**config.mk**
```make
export PLATFORM = sky130hd
export DESIGN_NAME = control_bus_rtc
export DESIGN_NICKNAME = d
export VERILOG_FILES = /design/src/rtl/control_bus_rtc.sv
export SDC_FILE = /design/constraint.sdc
export NUM_CORES = 1
export LEC_CHECK = 0
export CAP_MARGIN = 20
export CORE_MARGIN = 10
export CORE_UTILIZATION = 54
export DETAILED_ROUTE_END_ITERATION = 8
export GPL_TIMING_DRIVEN = 1
export PLACE_DENSITY_LB_ADDON = 0.08
export SYNTH_ARGS = -nofsm -noshare
export SYNTH_HDL_FRONTEND = slang
export SYNTH_SLANG_ARGS = --single-unit
```
**constraint.sdc**
```tcl
create_clock -name clk -period 4.4 [get_ports clk]
set_input_delay 0.88 -clock clk [delete_from_list [all_inputs] [get_ports clk]]
set_output_delay 0.88 -clock clk [all_outputs]
set_load 0.01 [all_outputs]
```
**src/rtl/control_bus_rtc.sv**
```systemverilog
// Master for the RTC multiplexed address/data bus: one address phase per byte, bursts with an
// auto-incrementing address, write-data pull strobe, read capture and abort.
module control_bus_rtc #(
    parameter int DATA_W = 8,
    parameter int LEN_W  = 4,
    parameter int T_AS   = 6,
    parameter int T_GAP  = 12,
    parameter int T_DS   = 6,
    parameter int T_REC  = 2
) (
    input  logic              clk,
    input  logic              reset,
    input  logic              iniciar,
    input  logic              escribe,
    input  logic [DATA_W-1:0] direccion,
    input  logic [LEN_W-1:0]  longitud,
    input  logic              abortar,
    input  logic [DATA_W-1:0] dato,
    output logic              dato_tomado,
    input  logic [DATA_W-1:0] bus_in,
    output logic [DATA_W-1:0] bus_out,
    output logic              bus_oe,
    output logic              CS,
    output logic              AD,
    output logic              RD,
    output logic              WR,
    output logic [DATA_W-1:0] leido,
    output logic              leido_valido,
    output logic              ocupado,
    output logic              finalizado,
    output logic              abortado
);
    localparam int T_M1  = (T_AS > T_GAP) ? T_AS : T_GAP;
    localparam int T_M2  = (T_DS > T_REC) ? T_DS : T_REC;
    localparam int T_MAX = (T_M1 > T_M2) ? T_M1 : T_M2;
    localparam int CNT_W = $clog2(T_MAX) + 1;

    typedef enum logic [2:0] {IDLE, ADDR, GAP, DATA, REC, DONE} state_t;

    state_t              state, state_n;
    logic [CNT_W-1:0]    ph_cnt, ph_n;
    logic [DATA_W-1:0]   addr, addr_n;
    logic [LEN_W-1:0]    byte_cnt, byte_n, len, len_n;
    logic                wr_mode, mode_n;
    logic                last_ph, abort_now, take, capture;
    logic                cs_n, ad_n, rd_n, wr_n, oe_n;

    // Counter holds cycles remaining minus one in the current phase.
    function automatic logic [CNT_W-1:0] phase_len(input state_t s);
        case (s)
            ADDR:    phase_len = CNT_W'(T_AS - 1);
            GAP:     phase_len = CNT_W'(T_GAP - 1);
            DATA:    phase_len = CNT_W'(T_DS - 1);
            REC:     phase_len = CNT_W'(T_REC - 1);
            default: phase_len = '0;
        endcase
    endfunction

    always_comb begin
        state_n   = state;
        addr_n    = addr;
        byte_n    = byte_cnt;
        len_n     = len;
        mode_n    = wr_mode;
        last_ph   = (ph_cnt == '0);
        abort_now = abortar && (state != IDLE) && (state != DONE);
        case (state)
            IDLE: if (iniciar) begin
                state_n = ADDR;
                addr_n  = direccion;
                byte_n  = '0;
                len_n   = longitud;
                mode_n  = escribe;
            end
            ADDR: if (last_ph) state_n = GAP;
            GAP:  if (last_ph) state_n = DATA;
            DATA: if (last_ph) state_n = REC;
            REC:  if (last_ph) begin
                if (byte_cnt == len) begin
                    state_n = DONE;
                end else begin
                    state_n = ADDR;
                    addr_n  = addr + DATA_W'(1);
                    byte_n  = byte_cnt + LEN_W'(1);
                end
            end
            DONE:    state_n = IDLE;
            default: state_n = IDLE;
        endcase
        // Abort overrides every transition, including the read capture edge.
        if (abort_now) begin
            state_n = IDLE;
            addr_n  = addr;
            byte_n  = byte_cnt;
        end
        if (state_n != state)
            ph_n = phase_len(state_n);
        else
            ph_n = last_ph ? ph_cnt : ph_cnt - CNT_W'(1);

        take    = (state == ADDR) && (state_n == GAP) && wr_mode;
        capture = (state == DATA) && (state_n == REC) && !wr_mode;
        // Outputs are decoded from the state being entered so they register with it.
        cs_n = !((state_n == ADDR) || (state_n == DATA));
        ad_n = !(state_n == ADDR);
        wr_n = !((state_n == ADDR) || ((state_n == DATA) && mode_n));
        rd_n = !((state_n == DATA) && !mode_n);
        oe_n = (state_n == ADDR) || (mode_n && ((state_n == GAP) || (state_n == DATA)));
    end

    always_ff @(posedge clk or negedge reset) begin
        if (!reset) begin
            state        <= IDLE;
            ph_cnt       <= '0;
            addr         <= '0;
            byte_cnt     <= '0;
            len          <= '0;
            wr_mode      <= 1'b0;
            CS           <= 1'b1;
            AD           <= 1'b1;
            RD           <= 1'b1;
            WR           <= 1'b1;
            bus_oe       <= 1'b0;
            bus_out      <= '0;
            leido        <= '0;
            dato_tomado  <= 1'b0;
            leido_valido <= 1'b0;
            ocupado      <= 1'b0;
            finalizado   <= 1'b0;
            abortado     <= 1'b0;
        end else begin
            state        <= state_n;
            ph_cnt       <= ph_n;
            addr         <= addr_n;
            byte_cnt     <= byte_n;
            len          <= len_n;
            wr_mode      <= mode_n;
            CS           <= cs_n;
            AD           <= ad_n;
            RD           <= rd_n;
            WR           <= wr_n;
            bus_oe       <= oe_n;
            if (state_n == ADDR)
                bus_out <= addr_n;
            else if (take)
                bus_out <= dato;
            if (capture)
                leido <= bus_in;
            dato_tomado  <= take;
            leido_valido <= capture;
            ocupado      <= (state_n != IDLE);
            finalizado   <= (state_n == DONE);
            abortado     <= abort_now;
        end
    end
endmodule

```
==> metrics.md <==
| Metric | Value |
|---|---|
| Status | `finished clean` |
| Die X-Extent | `around 90 um` |
| FF-to-FF path depth | `7` |
| Synth cell types | `54` |
| Top FF cell, synth | `dfrtp_1` |
| Reg clk slew, reported paths | `roughly 0.09 ns` |
| DP Wirelength | `4.461 mm` |
| Worst setup endpoint | `leido[0]` |
| Comb power frac | `0.467` |
| Flop pwr share | `0.396` |
| Synth Instances | `243` |
| Reg2reg start | `ph_cnt[0]` |
| RD Place Congestion | `0.8400` |
| Post-synth ARST share | `1.000` |
| CTS Root Cell | `clkbuf_8` |
| Setup crit start | `ph_cnt[0]` |
| Critical Path RT | `roughly 4.6 ns` |
| Post-route DRC violation count | `0` |
| Switching Fraction | `0.3830` |
| DRT iter0 DRCs | `roughly 180` |
| Later-pin clock latency in the skew report | `approximately 0.30 ns` |
| Multi-input gate area | `about 0.0013 mm2` |
| Max_slew headroom | `0.4120` |
| Drt first pass iters | `4` |
| Post-CTS Repair Setup Buffers | `0` |
| Critical Path Source Type | `flop` |
| Total track usage | `0.1611` |
| Endpoints failing hold | `0` |
| Vias in the first global route | `approximately 2,000` |
| Max cap viols | `0` |
| Number of nets in the layout | `336` |
| Die height | `roughly 90 um` |
| Post-DRT Antenna Nets | `0` |
| Commonest non-fill, non-tap cell in the layout | `clkdlybuf4s50_1` |
| Post-synth top area cell | `dfrtp_1` |
| R2r endpoint | `leido[0]` |
| CTS tree | `built` |
| Net Sw Power | `about 0.00074 W` |
| Mapped cell area | `0.002620 mm2` |
| Worst Hold Class | `reg2reg` |
| Vias after detailed routing | `between 2,000 and 2,500` |
| PostCTS Resize Cnt | `0` |
| Setup WS pre-CTS | `~1.2 ns` |
| Clk network pwr share | `0.137` |
| Peak fanout along the critical path | `15` |
| CTS Buffer Depth | `2` |
| Avg Inst Size Synth | `10.78 um2` |
| Initial antenna violation count | `0` |
| Area share of the largest cell type after synthesis | `0.4489` |
| Crit path capture type | `flop` |
| Starting Density | `0.5547` |
| IO Port Bufs | `58` |
| Synth warn | `0` |
| Fraction of layout cells with a size suffix above 1 | `0.1700` |
| Setup TNS | `0 ns` |
| Max Slew Vio Count | `0` |
| EDFF count, synth | `0` |
| FF-to-FF setup slack | `1.38 ns` |
| Core Rows | `25` |
| PnR worst setup slack | `roughly 1.4 ns` |
| Largest net degree at the start of global routing | `between 50 and 60` |
| Final period util | `0.6875` |
| Most frequent cells in the layout | `57 x clkdlybuf4s50_1, 47 x dfrtp_1, 33 x nand2_1` |
| Core ar. | `0.004723 mm2` |
| Clock sinks | `51` |
| Register Area | `between 0.001 and 0.0015 mm2` |
| CTS Hold Bufs | `0` |
| Lkg Pwr | `between 1 and 1.5 nW` |
| Die ar. | `0.008038 mm2` |
| Area Growth Syn to Fin | `27.08%` |
| Worst Max-Slew Pin Slew | `~0.87 ns` |
| P per Cell Area | `578.4 mW/mm2` |
| # diodes | `0` |
| Avg WL per Cell | `16.53 um` |
| Critical path class | `reg2reg` |
| CP arrival | `between 3 and 4 ns` |
| Maximum level of the CTS H-tree | `2` |
| Fmax | `between 300 and 400 MHz` |
| # setup viols final | `0` |
| Net Count, Synth | `280` |
| First-pass GRT wire length | `just over 10 mm` |
| RSZ-0062 raised after global routing | `no` |
| Drt total wl | `between 6 and 7 mm` |
| Min cycle time layout | `~3.0 ns` |
| Share of the yosys chip area belonging to registers | `0.4890` |
| Io pins | `59` |
| Remaining global-route overflow | `0` |
| Internal power | `0.001188 W` |
| Largest cells by area after synthesis | `dfrtp_1 45%, mux2_2 11%, nand2_1 4.7%, dfstp_2 4.0%, xnor2_1 2.3%` |
| Inserted Clock Buffers | `5` |
| Filler cells | `about 350` |
| Clock skew | `a little over 0.006 ns` |
| Seq cells post-synth | `51` |
| Vias per inst | `~5.6` |
| Worst IR Drop VDD | `around 380 uV` |
## stage by stage
stage                       util  total power [W]  cell area [um2]  std cells  hold WS, ns
final                     0.7049         0.001926             3329        367       0.5086
after global routing      0.7049         0.002079             3329        367       0.5381
after CTS                 0.7049         0.001943             3329        367       0.5171
after detailed placement  0.6869         0.001671             3244        359       0.4962
after global placement    0.6869         0.001643             3244        359       0.4884
after floorplan                -         0.001359             2620        243       0.4665
## power by group through the flow
stage | registers, W | clock network [W] | logic (W)
floorplan | 0.000761 | 0 | 0.000598
global placement | 0.000765 | 0 | 0.000878
detailed placement | 0.000769 | 0 | 0.000903
CTS | 0.000760 | 0.000275 | 0.000908
global route | 0.000783 | 0.000294 | 0.00100
finish | 0.000762 | 0.000264 | 0.000900
## sequential cells by signal, indices dropped and copies added (netlist names)
| name | count |
|---|---|
| CS | 1 |
| leido | 8 |
| ocupado | 1 |
| finalizado | 1 |
| bus_out | 8 |
| abortado | 1 |
| state | 3 |
| dato_tomado | 1 |
| AD | 1 |
| leido_valido | 1 |
| byte_cnt | 4 |
| RD | 1 |
| wr_mode | 1 |
| addr | 8 |
| bus_oe | 1 |
| len | 4 |
| ph_cnt | 5 |
| WR | 1 |
## synthesized netlist by cell type, types with 2 or more instances
| cell type | count |
|---|---|
| dfrtp_1 | 47 |
| nor2b_1 | 7 |
| nor4_1 | 2 |
| or4b_1 | 2 |
| o21ai_0 | 5 |
| xor2_1 | 2 |
| xnor2_1 | 7 |
| and3_1 | 2 |
| dfstp_2 | 4 |
| o31ai_1 | 3 |
| nor3_1 | 6 |
| o21a_1 | 2 |
| a21oi_1 | 6 |
| a211o_1 | 2 |
| and4_1 | 2 |
| nand4_1 | 2 |
| ha_1 | 4 |
| inv_1 | 5 |
| a221o_1 | 4 |
| a31oi_1 | 4 |
| nand2_1 | 33 |
| mux2_2 | 25 |
| a31o_2 | 3 |
| a22o_1 | 2 |
| or2_2 | 2 |
| or3_1 | 6 |
| nand3_1 | 11 |
| nor2_1 | 8 |
| clkbuf_1 | 6 |
| buf_2 | 4 |
| o311ai_0 | 2 |
## layout make-up
type / instances / share of cell area
Sequential cell: 51 / 0.3848
Inverter: 6 / 0.006764
Tap cell: 67 / 0.02518
Timing Repair Buffer: 60 / 0.1774
Clock buffer: 6 / 0.02180
Clock inverter: 2 / 0.003758
Multi-Input combinational cell: 175 / 0.3803
## worst min-delay path by stage
stage / startpoint / slack (ns) / end / cells after the start
6_report: len[3] / 0.51 / len[3] / 2
5_1_grt: len[3] / 0.54 / len[3] / 2
4_1_cts: len[3] / 0.52 / len[3] / 2
3_5_place_dp: len[1] / 0.50 / len[1] / 2
3_3_place_gp: leido[0] / 0.49 / leido[0] / 1
2_1_floorplan: len[0] / 0.47 / len[0] / 2
## routing by layer
layer	wire, um	GRT usage	vias up
li1	-	-	997
met1	2570	0.2086	981
met2	2838	0.2447	81
met3	594	0.06318	6
met4	62	0.04335	0
met5	0	0	-
## worst max-delay path, stage by stage, from the launching register on
cell	delay [ns]
dfrtp_1	0.39
inv_1	0.12
ha_1	0.20
nor4b_4	0.67
a32oi_1	0.20
a311o_1	0.52
nor3_4	0.42
mux2_2	0.40
## logic make-up (layout without fill, tap and decap cells)
| logic type | Yosys count | in the layout | share of synthesized area |
|---|---|---|---|
| AO/OA/AOI/OAI | 42 | 42 | 0.1227 |
| XOR/XNOR | 9 | 9 | 0.03009 |
| adder cells (fa/ha/maj) | 4 | 4 | 0.01910 |
| buffers and inverters | 17 | 74 | 0.02770 |
| flip-flops | 51 | 51 | 0.4890 |
| multiplexers | 26 | 26 | 0.1113 |
| AND/OR/NAND/NOR | 94 | 94 | 0.2001 |
(Power assumes the default switching activity.)
==> variant 1 (same flow settings) <==
The parameter `T_GAP` goes from 12 to 14.
--- a/src/rtl/control_bus_rtc.sv
+++ b/src/rtl/control_bus_rtc.sv
@@ -6,3 +6,3 @@
     parameter int T_AS   = 6,
-    parameter int T_GAP  = 12,
+    parameter int T_GAP  = 14,
     parameter int T_DS   = 6,
Function: no difference found for any inputs over 10 cycles, from zero or initial values and one cycle with reset low; that may be too few to reach the edited logic, so the function may still have changed.
==> variant 1 against the original RTL <==
Clock skew rose by 0.0021 ns. Sequential cell count unchanged. Synthesized area shrank 5.3%. Clock power fell by 3%. Routed wire length is 9.8% lower. Setup slack improved by 0.036 ns. Power shrank 2.5%. Final area shrank 3.9%. Utilization increased by 2.0 points.
==> variant 1: results (changes against the original RTL) <==
Finish
  • #MultiIn Comb: 157 (was 175)
  • NonClk Buf Share: 0.1931 (was 0.1774)
  • Num sequential: 51 (unchanged)
  • Fraction of area in clock buffers and inverters: 0.02658 (was 0.02555)
  • Multi-input combinational area share: 0.3475 (was 0.3803)
  • Share of layout cells above drive strength 1: 0.1215 (was 0.1700)
  • Layout area overhead: 29.06% (was 27.08%)
  • Final net count: 324 (was 336)
  • Fill count: 344 (was 354)
  • Non-clk invs: 10 (was 6)
  • Reg area: 1281 µm² (unchanged)

Place
  • Dpl ws: 1.093 ns (was 1.204 ns)
  • Area of placed instances: 3095 µm² (was 3244 µm²)
  • Dpl hpwl: 4235 µm (was 4461 µm)
  • RD Place Congestion: 0.8344 (was 0.8400)

Route
  • Number of DRC markers in iteration 0: 108 (was 184)
  • Wl on met1: 2184 µm (was 2570 µm)
  • DR WL/cell: 16.10 µm (was 16.53 µm)
  • Met2 WL: 2787 µm (was 2838 µm)
  • Vias per cell: 5.715 (was 5.627)
  • Met3 wire length: 414 µm (was 594 µm)

Global routing
  • Global-route wire length before repair: 9121 µm (was 10060 µm)
  • Total GRT Usage: 0.1451 (was 0.1611)

Logic synthesis
  • Top post-synthesis cells by count: dfrtp_1, nand2_1, nor2_1 (was dfrtp_1, nand2_1, mux2_2)
  • Compound-Gate Fraction of Synth Area: 0.1327 (was 0.1227)
  • Synth top area cells: dfrtp_1, mux2_2, dfstp_2 (was dfrtp_1, mux2_2, nand2_1)
  • Syn Nets: 267 (was 280)
  • XOR/XNOR Fraction of Synth Area: 0.03885 (was 0.03009)
  • Adder-cell share of the synthesized area: 0.02422 (was 0.01910)
  • Seq/Total Area, Yosys: 0.5166 (was 0.4890)
  • Mapped Avg Cell Area: 10.78 µm² (about the same)
  • Post-Syn Area: 2480 µm² (was 2620 µm²)
  • Mux cell area share after synthesis: 0.06256 (was 0.1113)

Worst setup path
  • Max stage delay on crit path: 0.54 ns (was 0.67 ns)
  • Critical R2R Capture: ph_cnt[0] (was leido[0])
  • CP Capture Point: bus_out[5] (was leido[0])
  • Critical Path Source: abortar (was ph_cnt[0])
  • Reg2reg path depth: 10 (was 7)
  • Critical Path AT: 3.18 ns (was 3.22 ns)
  • Reg-to-reg slack, setup: 1.57 ns (was 1.38 ns)

Power and ir drop
  • Leakage: 1.382 nW (was 1.370 nW)
  • VDD IR max: 0.3641 mV (was 0.3755 mV)
  • NetSw: 0.0007093 W (was 0.0007376 W)

Hold path
  • Hold_sp: leido[5] (was len[3])
  • Worst hold path depth: 1 (was 2)
  • Hold Path Sink: leido[5] (was len[3])

Timing
  • Worst-Margin Slew: 0.8979 ns (was 0.8745 ns)
  • Setup Skew: 0.008134 ns (was 0.006044 ns)
  • Worst hold slack: 0.4914 ns (was 0.5086 ns)

Run status
  • Status: completed (unchanged)
-- variant 1: changes by cell type after synthesis, moves of 4 or more --
| cell | before | now |
|---|---|---|
| mux2_2 | 25 | 10 |
| nor2_1 | 8 | 16 |
| xor2_1 | 2 | 8 |
| nand2_1 | 33 | 28 |
| nand3_1 | 11 | 6 |
| clkbuf_1 | 6 | 10 |
| inv_1 | 5 | 9 |
| nor2b_1 | 7 | 3 |
| xnor2_1 | 7 | 3 |
-- variant 1: power by group through the flow --
stage | Clock, W | Sequential (W) | Combinational (W)
2_1_floorplan | 0 | 0.000763 | 0.000561
3_3_place_gp | 0 | 0.000762 | 0.000852
3_5_place_dp | 0 | 0.000764 | 0.000873
4_1_cts | 0.000261 | 0.000757 | 0.000873
5_1_grt | 0.000279 | 0.000781 | 0.000966
6_report | 0.000256 | 0.000758 | 0.000864
-- variant 1: layer usage --
layer | vias up | global-route usage
met5 | - | 0
met4 | 0 | 0.05217
met3 | 9 | 0.03528
met2 | 59 | 0.2394
met1 | 942 | 0.1803
li1 | 933 | -
==> variant 2 (same flow settings) <==
Made on the original files. Remove the register `ocupado`: a continuous assignment takes its place, so the output `ocupado` follows one clock earlier.
--- a/src/rtl/control_bus_rtc.sv
+++ b/src/rtl/control_bus_rtc.sv
@@ -127,3 +127,2 @@
             leido_valido <= 1'b0;
-            ocupado      <= 1'b0;
             finalizado   <= 1'b0;
@@ -150,3 +149,2 @@
             leido_valido <= capture;
-            ocupado      <= (state_n != IDLE);
             finalizado   <= (state_n == DONE);
@@ -155,2 +153,4 @@
     end
+
+    assign ocupado = (state_n != IDLE);
 endmodule
Formal check against the unedited RTL: not equivalent (Yosys sat finds a counterexample within 4 cycles, from zero or initial values and one cycle with reset low).
==> variant 2 against the original RTL <==
Final area decreased by 0.49%. Sequential share of layout area decreased by 0.57 points. Sequential cell count decreased by 1. Maximum frequency down 17%. Routed wire length shrank 1.5%. Die area shrank 0.75%. Register-to-register slack better by 0.38 ns. Count of clock-buffer cells in the layout did not move. Synthesized area down 0.96%. Global-route usage decreased by 0.41 points. Power up 0.21%. Utilization grew 0.12 points. Setup slack got worse by 0.61 ns. Largest cell class is now multi-input gates. Highest routed layer unchanged.
==> variant 2: results (changes against the original RTL) <==
Logic synthesis
  • Seq/Total Area, Yosys: 0.4841 (was 0.4890)
  • Mux cell area share after synthesis: 0.1123 (was 0.1113)
  • Synth top area cells: dfrtp_1, mux2_2, nand2_1 (unchanged)
  • Top post-synthesis cells by count: dfrtp_1, nand2_1, mux2_2 (unchanged)
  • XOR/XNOR Fraction of Synth Area: 0.03038 (was 0.03009)
  • Mapped Avg Cell Area: 10.72 µm² (was 10.78 µm²)
  • Syn Nets: 279 (was 280)
  • Adder-cell share of the synthesized area: 0.01929 (was 0.01910)

Timing
  • Worst hold slack: 0.5084 ns (was 0.5086 ns)
  • Setup Skew: 0.01185 ns (was 0.006044 ns)
  • Fmax: 274.8 MHz (was 330.6 MHz)
  • Worst-Margin Slew: 0.8519 ns (was 0.8745 ns)

Finish
  • Fill count: 366 (was 354)
  • Share of layout cells above drive strength 1: 0.1794 (was 0.1700)
  • Final net count: 337 (was 336)

Worst setup path
  • Reg-to-reg slack, setup: 1.76 ns (was 1.38 ns)
  • CP max FO: 8 (was 15)
  • Max stage delay on crit path: 0.56 ns (was 0.67 ns)
  • Critical Path Source: abortar (was ph_cnt[0])
  • Critical R2R Capture: leido[1] (was leido[0])
  • CP Capture Point: ocupado (was leido[0])
  • Critical Path AT: 2.76 ns (was 3.22 ns)

Global routing
  • Global-route wire length before repair: 9998 µm (was 10060 µm)
  • Number of global-route vias before repair: 2032 (was 2040)
  • Largest net degree at the start of global routing: 51 (was 52)
  • Met3 global-route usage: 0.05105 (was 0.06318)
  • Met1 Usage GRT: 0.2055 (was 0.2086)
  • Met2 track demand over resource: 0.2475 (was 0.2447)
  • Total GRT Usage: 0.1569 (was 0.1611)

Place
  • RD Place Congestion: 0.8238 (was 0.8400)
  • Dpl hpwl: 4430 µm (was 4461 µm)
  • Dpl ws: 0.7822 ns (was 1.204 ns)
  • Post-Place Cells: 347 (was 359)

Power and ir drop
  • Leakage: 1.373 nW (was 1.370 nW)
  • Power Internal: 0.001201 W (was 0.001188 W)
  • VDD IR max: 0.3963 mV (was 0.3755 mV)

Route
  • Vias per cell: 5.803 (was 5.627)
  • Met2 WL: 2810 µm (was 2838 µm)
  • Wl on met1: 2636 µm (was 2570 µm)
  • Number of DRC markers in iteration 0: 102 (was 184)

Run status
  • Status: completed (unchanged)
## variant 2: changes by cell type in the layout (fill, tap and decap cells not counted), sizes merged
cell	delta
buf	+2
dfrtp	-1
## variant 2: worst min path at each step
stage / from / endpoint / depth (start not counted)
global placement: leido[1] / leido[1] / 1
CTS: len[1] / len[1] / 2
global route: len[2] / len[2] / 2
floorplan: len[0] / len[0] / 2
finish: len[1] / len[1] / 2
detailed placement: len[1] / len[1] / 2
## variant 2: final cells by class
class                   count  area, µm²  area share
clock buffers               6      82.58     0.02492
clock inverters             2      12.51    0.003776
inverters                   6      22.52    0.006798
well taps                  54      67.56     0.02039
repair buffers             62      605.6      0.1828
multi-input cells         175       1266      0.3822
flip-flops and latches     50       1256      0.3792
## variant 2: power by group through the flow
stage	clock, W	sequential [W]	combinational, W
finish	0.000273	0.000746	0.000910
global route	0.000302	0.000770	0.00101
CTS	0.000282	0.000746	0.000920
detailed placement	0	0.000753	0.000915
global placement	0	0.000748	0.000901
floorplan	0	0.000743	0.000601
